[src/rtl/writeback_unit.sv]
// Writeback stage: MEM/WB register with load-data extraction, a small FIFO
// for late mult/div results, and arbitration onto the single register-file
// write port. Pipeline results take precedence; queued results fill the
// cycles where the WB register holds a bubble.
module writeback_unit #(
    parameter int FIFO_DEPTH = 2,
    parameter int DATA_W     = 32
) (
    input  logic              clk,
    input  logic              rst,
    input  logic              stall,
    input  logic              flush,
    input  logic              memRegWrite,
    input  logic [4:0]        memRd,
    input  logic              memToReg,
    input  logic [2:0]        memLoadType,
    input  logic [DATA_W-1:0] memAluResult,
    input  logic [DATA_W-1:0] memReadData,
    input  logic              mdValid,
    input  logic [4:0]        mdRd,
    input  logic [DATA_W-1:0] mdResult,
    output logic              mdReady,
    output logic              mdFull,
    output logic              regWrite,
    output logic [4:0]        rWriteAddress,
    output logic [DATA_W-1:0] rWriteValue
);

    localparam int PW = (FIFO_DEPTH > 1) ? $clog2(FIFO_DEPTH) : 1;
    localparam int CW = PW + 1;
    localparam logic [CW-1:0] DEPTH_C = CW'(FIFO_DEPTH);

    // Big-endian sub-word extraction; byte 0 lives in the most significant lane.
    function automatic logic [DATA_W-1:0] load_extract(
        input logic [2:0]        lt,
        input logic [1:0]        off,
        input logic [DATA_W-1:0] w
    );
        logic signed [7:0]  b;
        logic signed [15:0] h;
        logic [DATA_W-1:0]  r;
        case (off)
            2'd0:    b = w[DATA_W-1  -: 8];
            2'd1:    b = w[DATA_W-9  -: 8];
            2'd2:    b = w[DATA_W-17 -: 8];
            default: b = w[DATA_W-25 -: 8];
        endcase
        h = off[1] ? w[DATA_W-17 -: 16] : w[DATA_W-1 -: 16];
        case (lt)
            3'b001:  r = {{(DATA_W-8){b[7]}}, b};
            3'b010:  r = {{(DATA_W-8){1'b0}}, b};
            3'b011:  r = {{(DATA_W-16){h[15]}}, h};
            3'b100:  r = {{(DATA_W-16){1'b0}}, h};
            default: r = w;
        endcase
        return r;
    endfunction

    // ---- stage p0: result selection ahead of the WB register ----
    logic [DATA_W-1:0] mem_val_p0;
    logic              mem_vld_p0;

    // Pick load data or ALU result; $0 writes never become valid.
    always_comb begin
        mem_val_p0 = memToReg ? load_extract(memLoadType, memAluResult[1:0], memReadData)
                              : memAluResult;
        mem_vld_p0 = memRegWrite && (memRd != 5'd0);
    end

    // ---- stage p1: MEM/WB register ----
    logic              wb_vld_p1;
    logic [4:0]        wb_rd_p1;
    logic [DATA_W-1:0] wb_val_p1;

    // WB valid bit: flush or stall inserts a bubble.
    always_ff @(posedge clk or negedge rst) begin
        if (!rst) begin
            wb_vld_p1 <= 1'b0;
        end else if (flush || stall) begin
            wb_vld_p1 <= 1'b0;
        end else begin
            wb_vld_p1 <= mem_vld_p0;
        end
    end

    // WB payload; only meaningful while wb_vld_p1 is set.
    always_ff @(posedge clk) begin
        if (!flush && !stall) begin
            wb_rd_p1  <= memRd;
            wb_val_p1 <= mem_val_p0;
        end
    end

    // ---- mult/div result FIFO ----
    logic [4:0]        fifo_rd  [FIFO_DEPTH];
    logic [DATA_W-1:0] fifo_val [FIFO_DEPTH];
    logic [PW-1:0]     wr_ptr;
    logic [PW-1:0]     rd_ptr;
    logic [CW-1:0]     count;
    logic              push;
    logic              pop;
    logic              fifo_nempty;

    // Handshake and queue-movement decisions from registered state.
    always_comb begin
        fifo_nempty = (count != '0);
        mdReady     = (count < DEPTH_C);
        mdFull      = (count == DEPTH_C);
        push        = mdValid && mdReady && (mdRd != 5'd0);
        pop         = fifo_nempty && !wb_vld_p1;
    end

    // Pointer and occupancy bookkeeping; reset empties the queue.
    always_ff @(posedge clk or negedge rst) begin
        if (!rst) begin
            wr_ptr <= '0;
            rd_ptr <= '0;
            count  <= '0;
        end else begin
            if (push) begin
                wr_ptr <= wr_ptr + PW'(1);
            end
            if (pop) begin
                rd_ptr <= rd_ptr + PW'(1);
            end
            if (push && !pop) begin
                count <= count + CW'(1);
            end else if (pop && !push) begin
                count <= count - CW'(1);
            end
        end
    end

    // FIFO storage; entries are only read while counted as occupied.
    always_ff @(posedge clk) begin
        if (push) begin
            fifo_rd[wr_ptr]  <= mdRd;
            fifo_val[wr_ptr] <= mdResult;
        end
    end

    // Write-port arbitration: pipeline result first, then FIFO head.
    always_comb begin
        regWrite      = 1'b0;
        rWriteAddress = 5'd0;
        rWriteValue   = '0;
        if (wb_vld_p1) begin
            regWrite      = 1'b1;
            rWriteAddress = wb_rd_p1;
            rWriteValue   = wb_val_p1;
        end else if (fifo_nempty) begin
            regWrite      = 1'b1;
            rWriteAddress = fifo_rd[rd_ptr];
            rWriteValue   = fifo_val[rd_ptr];
        end
    end

endmodule

[config.mk]
export PLATFORM = sky130hd
export DESIGN_NAME = writeback_unit
export DESIGN_NICKNAME = d
export VERILOG_FILES = /design/src/rtl/writeback_unit.sv
export SDC_FILE = /design/constraint.sdc
export NUM_CORES = 1
export LEC_CHECK = 0
export BUFFER_PORTS_ARGS = -buffer_cell sky130_fd_sc_hd__clkbuf_2
export CAP_MARGIN = 5
export CORE_MARGIN = 2
export CORE_UTILIZATION = 49
export CTS_BUF_LIST = sky130_fd_sc_hd__clkbuf_4
export CTS_CLUSTER_DIAMETER = 200
export DETAILED_ROUTE_END_ITERATION = 16
export PLACE_DENSITY = 0.78
export SLEW_MARGIN = 15
export SYNTH_ARGS = -nofsm -noshare
export SYNTH_HDL_FRONTEND = slang
export SYNTH_SLANG_ARGS = --single-unit
[constraint.sdc]
create_clock -name clk -period 2.9 [get_ports clk]
set_input_delay 0.435 -clock clk [delete_from_list [all_inputs] [get_ports clk]]
set_output_delay 0.435 -clock clk [all_outputs]
set_load 0.03 [all_outputs]
Word-level counts from Yosys, hierarchy flattened
Memory sizes are Yosys's and may differ from the RTL's.
Cells that the tools add are included.
- register bits after elaboration: 42
- latch bits: 0
- bits in writable memories: 74
- ROM bits: 0
- bits of input ports: 116
- output and inout bits: 40
- word-level logic and storage cells: 53
- memories: 2
- $add $sub $neg: 4
- multipliers: 0
- divide/modulo/power cells: 0
- magnitude comparators: 1
- eq/ne operators: 7
- shift operators: 0
- multiplexer cells: 15
- bitwise gates (word level): 0
- reduce and logical (&&, ||, !) cells: 18
- memories (name ; depth ; bits a word ; read ports ; clocked after Yosys merged registers in ; wr ports ; RTL line ; text):
    fifo_val ; 2 ; 32 ; 1 ; 0 ; 1 ; 96 ; logic [DATA_W-1:0] fifo_val [FIFO_DEPTH];
    fifo_rd ; 2 ; 5 ; 1 ; 0 ; 1 ; 95 ; logic [4:0] fifo_rd [FIFO_DEPTH];
- operators by type and width (operator ; number):
    32-bit one-hot mux with 4 select lines ; 1
    32-bit two-way mux ; 3
    8-bit one-hot mux with 3 select lines ; 1
    16-bit two-way mux ; 1
    5-bit two-way mux ; 2
    5-bit nonzero test ; 2
    1-bit logical AND ; 7
    3-bit by 2-bit == test with 1-bit output (second input constant) ; 2
    1-bit logical NOT ; 5
    1-bit two-way mux ; 5
    2-bit == test (second input constant) ; 2
    2-bit two-way mux ; 2
    2-bit nonzero test ; 2
    3-bit by 1-bit == test with 1-bit output (second input constant) ; 1
    3-bit == test (second input constant) ; 1
    1-bit adder (second input constant) ; 2
    2-bit by 1-bit adder with 2-bit output (second input constant) ; 1
    2-bit by 1-bit == test with 1-bit output (second input constant) ; 1
    2-bit logical NOT ; 1
    2-bit < comparator (second input constant) ; 1
    2-bit by 1-bit subtractor with 2-bit output (second input constant) ; 1
    1-bit logical OR ; 1

Logic depth before layout (Yosys ltp)
- depth in word-level cells: 7
- gate-level depth with buffers: 7
- gate-level depth less buffers: 6

Worst setup path before layout
OpenSTA, ideal clock, no wires.
- path type: register to register
- start point: register count[1]
- end point: memory fifo_rd[0][0], enable pin
- library setup time: 0.436 ns
- arrival time: 2.612 ns
- required time: 2.464 ns
- slack: -0.147 ns
- cell stages (with the launch flop): 4
- buffers on the path: 0
- clock period less this slack: 3.047 ns
- path through: dfrtp_1 inv_1 o311a_1 nor2b_1
- longest elaborated chain between the ends: 5
- RTL lines (item ; RTL line ; text):
    start, declared ; 99 ; logic [CW-1:0] count;
    start signal, assigned ; 127 ; count <= count + CW'(1);
    start signal, assigned ; 129 ; count <= count - CW'(1);
    2-bit < comparator ; 107 ; mdReady = (count < DEPTH_C);
    via mdReady ; 22 ; output logic mdReady,
    1-bit logical AND (2 in a row) ; 109 ; push = mdValid && mdReady && (mdRd != 5'd0);
    via push ; 100 ; logic push;
    1-bit two-way mux ; 136 ; if (push) begin
    1-bit two-way mux (not written as such) ; 137 ; fifo_rd[wr_ptr] <= mdRd;
    end, declared ; 95 ;
The timed path passes the listed nets, and every way through them passes these cells.

Worst setup path after layout
- start point: register count[0]
- end point: output rWriteValue[4]
- longest elaborated chain between the ends: 3
- RTL lines (item ; RTL line ; text):
    2-bit nonzero test ; 106 ; fifo_nempty = (count != '0);
    32-bit two-way mux ; 151 ; end else if (fifo_nempty) begin
    32-bit two-way mux ; 147 ; if (wb_vld_p1) begin
    end, declared ; 26 ; output logic [DATA_W-1:0] rWriteValue
Every way passes these cells.

==> results.cfg <==
[run_status]
status = completed

[critical_path]
critPathCaptureType = primary output
worst-path-max-fanout = 33
critPathArrivalTime_ns = 2.06
critical_path_class = reg2out
crit_required_ns = 2.47
crit_path_start_kind = register
r2r_setup_slack_ns = 0.86

[timing]
timing.hold.ws_ns = 0.1195
finalWorstSetupSlack_ns = 0.4084
fin_setup_tns_ns = 0
fin_skew_ns = 0.01364
rsz0062_at_grt = false
relSlewSlack_pct = 36.70
period_minus_slack_ns = 2.492
timing.fmax_mhz = 401.3
drv_slew = 0
worst_pin_slew_ns = 0.9495
hold_viol_final = 0
fin_crit_sh_pct = 85.92
finalSetupViolations = 0

[clock_network]
cts-root-buf = clkbuf_4
holdBufCountCts = 1
cts_buffers = 17
postCtsSetupBuffers = 0
post_cts_resized = 0
clock_path_buffers = 2
cts_max_level = 4
clk_latency_ns = 0.49
cts_tree = yes
cts_sinks = 116
clk_pin_slew_ns = 0.10

[routing]
drt_iter0_markers = 267
vias = 4053
wirelength_mm = 13.32
firstDrtPassIters = 6
drc = 0
vias_per_cell = 5.598
wire_per_inst_um = 18.40
detail-route-antenna-nets = 0

[power]
swShare_pct = 37.81
power.switching_mw = 2.011
power_density_nw_per_um2 = 805.0
p_leak_nw = 2.654
power.share.sequential_pct = 42.5
peakVddDrop_mv = 0.5327
clock_power_share_pct = 20.7
power.internal_mw = 3.309
p_comb_share_pct = 36.8

[placement]
portBuffers = 155
place_ws_ns = 0.4899
place_congestion = 0.8645
post-dp-hpwl_mm = 9.735

[floorplanning]
rows = 38
core_area_sq_um = 10790
die_w_um = 109.0
ioPinCount = 156
die_h_um = 109.0
dieArea_sq_um = 11880
start_util_pct = 50.06

[logic_synthesis]
synthCells = 412
async_flop_share_pct = 4.310
ys_ff_latch = 116
avgSynthCellArea_sq_um = 13.11
synthFlopType = edfxtp_1
syn_nets = 529
yosysSeqAreaShare_pct = 64.01
yosys.cell_types.count = 42
synth_enable_flop_cells = 111
syn-cell-area_sq_um = 5403
yosysWarningCount = 0

[finish]
nets = 687
drive_gt1_share_pct = 37.22
layout_commonest_cell = clkbuf_2
layout.cells.most_common_list = clkbuf_2, edfxtp_1, nand2_1
finish.utilization_pct = 61.23
syn_to_final_growth_pct = 22.33

[global_routing]
grt_antenna_before_repair = 1
grtUsageTotal_pct = 23.70
grt.busiest_layer = met2
grt_max_degree = 39
grt_overflow = 0
gr-usage-met2_pct = 38.33
grt_use_met1_pct = 30.15
grt_first_pass_wirelength_mm = 20.79
met3_usage_pct = 6.276
grt_pass1_vias = 4128

[hold_path]
hold_class = in2reg

[job]
maxCapViolations = 0
[cells by family after synthesis]
kind of cell / Yosys count / share of synthesized area (%)
compound gates: 102 / 12.07
flops: 116 / 64.01
mux: 52 / 11.65
xor+xnor: 8 / 1.297
buf+inv: 37 / 3.103
simple gates: 96 / 7.643
fa+ha+maj: 1 / 0.2316
[flip-flops by register name (all words and copies together) (netlist names)]
| signal | flops |
|---|---|
| rd_ptr | 1 |
| wb_vld_p1 | 1 |
| wb_rd_p1 | 5 |
| fifo_rd | 10 |
| fifo_val | 64 |
| wr_ptr | 1 |
| count | 2 |
| wb_val_p1 | 32 |
[path summary, 6_finish.rpt]
check | cells past startpoint | start | endpoint
worst max register to register | 3 | count[1]$_DFFE_PN0P_ | fifo_val[1][20]$_DFFE_PP_
min in group asynchronous | 2 | rst | count[1]$_DFFE_PN0P_
worst min register to register | 1 | wr_ptr$_DFFE_PN0P_ | wr_ptr$_DFFE_PN0P_
worst min-delay path | 1 | mdResult[7] | fifo_val[0][7]$_DFFE_PP_
max in group asynchronous | 2 | rst | rd_ptr$_DFFE_PN0P_
worst max-delay path | 4 | count[0]$_DFFE_PN0P_ | rWriteValue[4]
[layer usage]
layer / wire [um] / up-vias
met5: 0 / -
met3: 973 / 31
met1: 5506 / 1951
met4: 404 / 0
li1: - / 1884
met2: 6437 / 187
[layout make-up]
cell class	count	area (sq um)
well taps	140	175.2
diodes	1	2.502
flip-flops and latches	116	3460
repair buffers	166	873.3
fillers	887	4184
inverters	10	37.54
clock buffers	20	150.1
multi-input cells	259	1797
clock inverters	12	113.9
[cells in the mapped netlist, drive strengths merged (2+ instances only)]
library cell / number / area [sq um]
mux2: 7 / 78.83
clkbuf: 16 / 60.06
mux4: 8 / 180.2
o2bb2ai: 13 / 113.9
nor3: 2 / 21.27
a211oi: 8 / 65.06
mux2i: 37 / 370.4
xnor2: 5 / 43.79
o21bai: 2 / 15.01
edfxtp: 111 / 3333
xor2: 3 / 26.28
nor2: 22 / 82.58
nand2: 59 / 221.5
or3: 3 / 18.77
dfrtp: 5 / 125.1
buf: 11 / 70.07
nand2b: 3 / 18.77
o21ai: 46 / 230.2
a21oi: 19 / 95.09
inv: 9 / 33.78
and3: 2 / 12.51
a221o: 6 / 60.06
[worst max-delay path, stage by stage, from the launching register on]
cell and delay, ns:
dfrtp_1 0.46, o21bai_2 0.30, buf_4 0.39, o21ai_0 0.18
clkbuf_2 0.21
[power groups by stage]
stage	registers (mW)	logic (mW)	clock network [mW]
final	2.26	1.96	1.10
after global routing	2.28	2.11	1.20
after CTS	2.26	1.97	1.12
after detailed placement	2.30	1.97	0
after global placement	2.29	1.94	0
after floorplan	2.23	1.40	0
[through the flow]
step	power, mW	cell area (sq um)	std cells
finish	5.320	6609	724
global route	5.595	6609	724
CTS	5.363	6606	723
detailed placement	4.270	6332	690
global placement	4.225	6332	690
floorplan	3.631	5405	412
(Power assumes the default switching activity.)
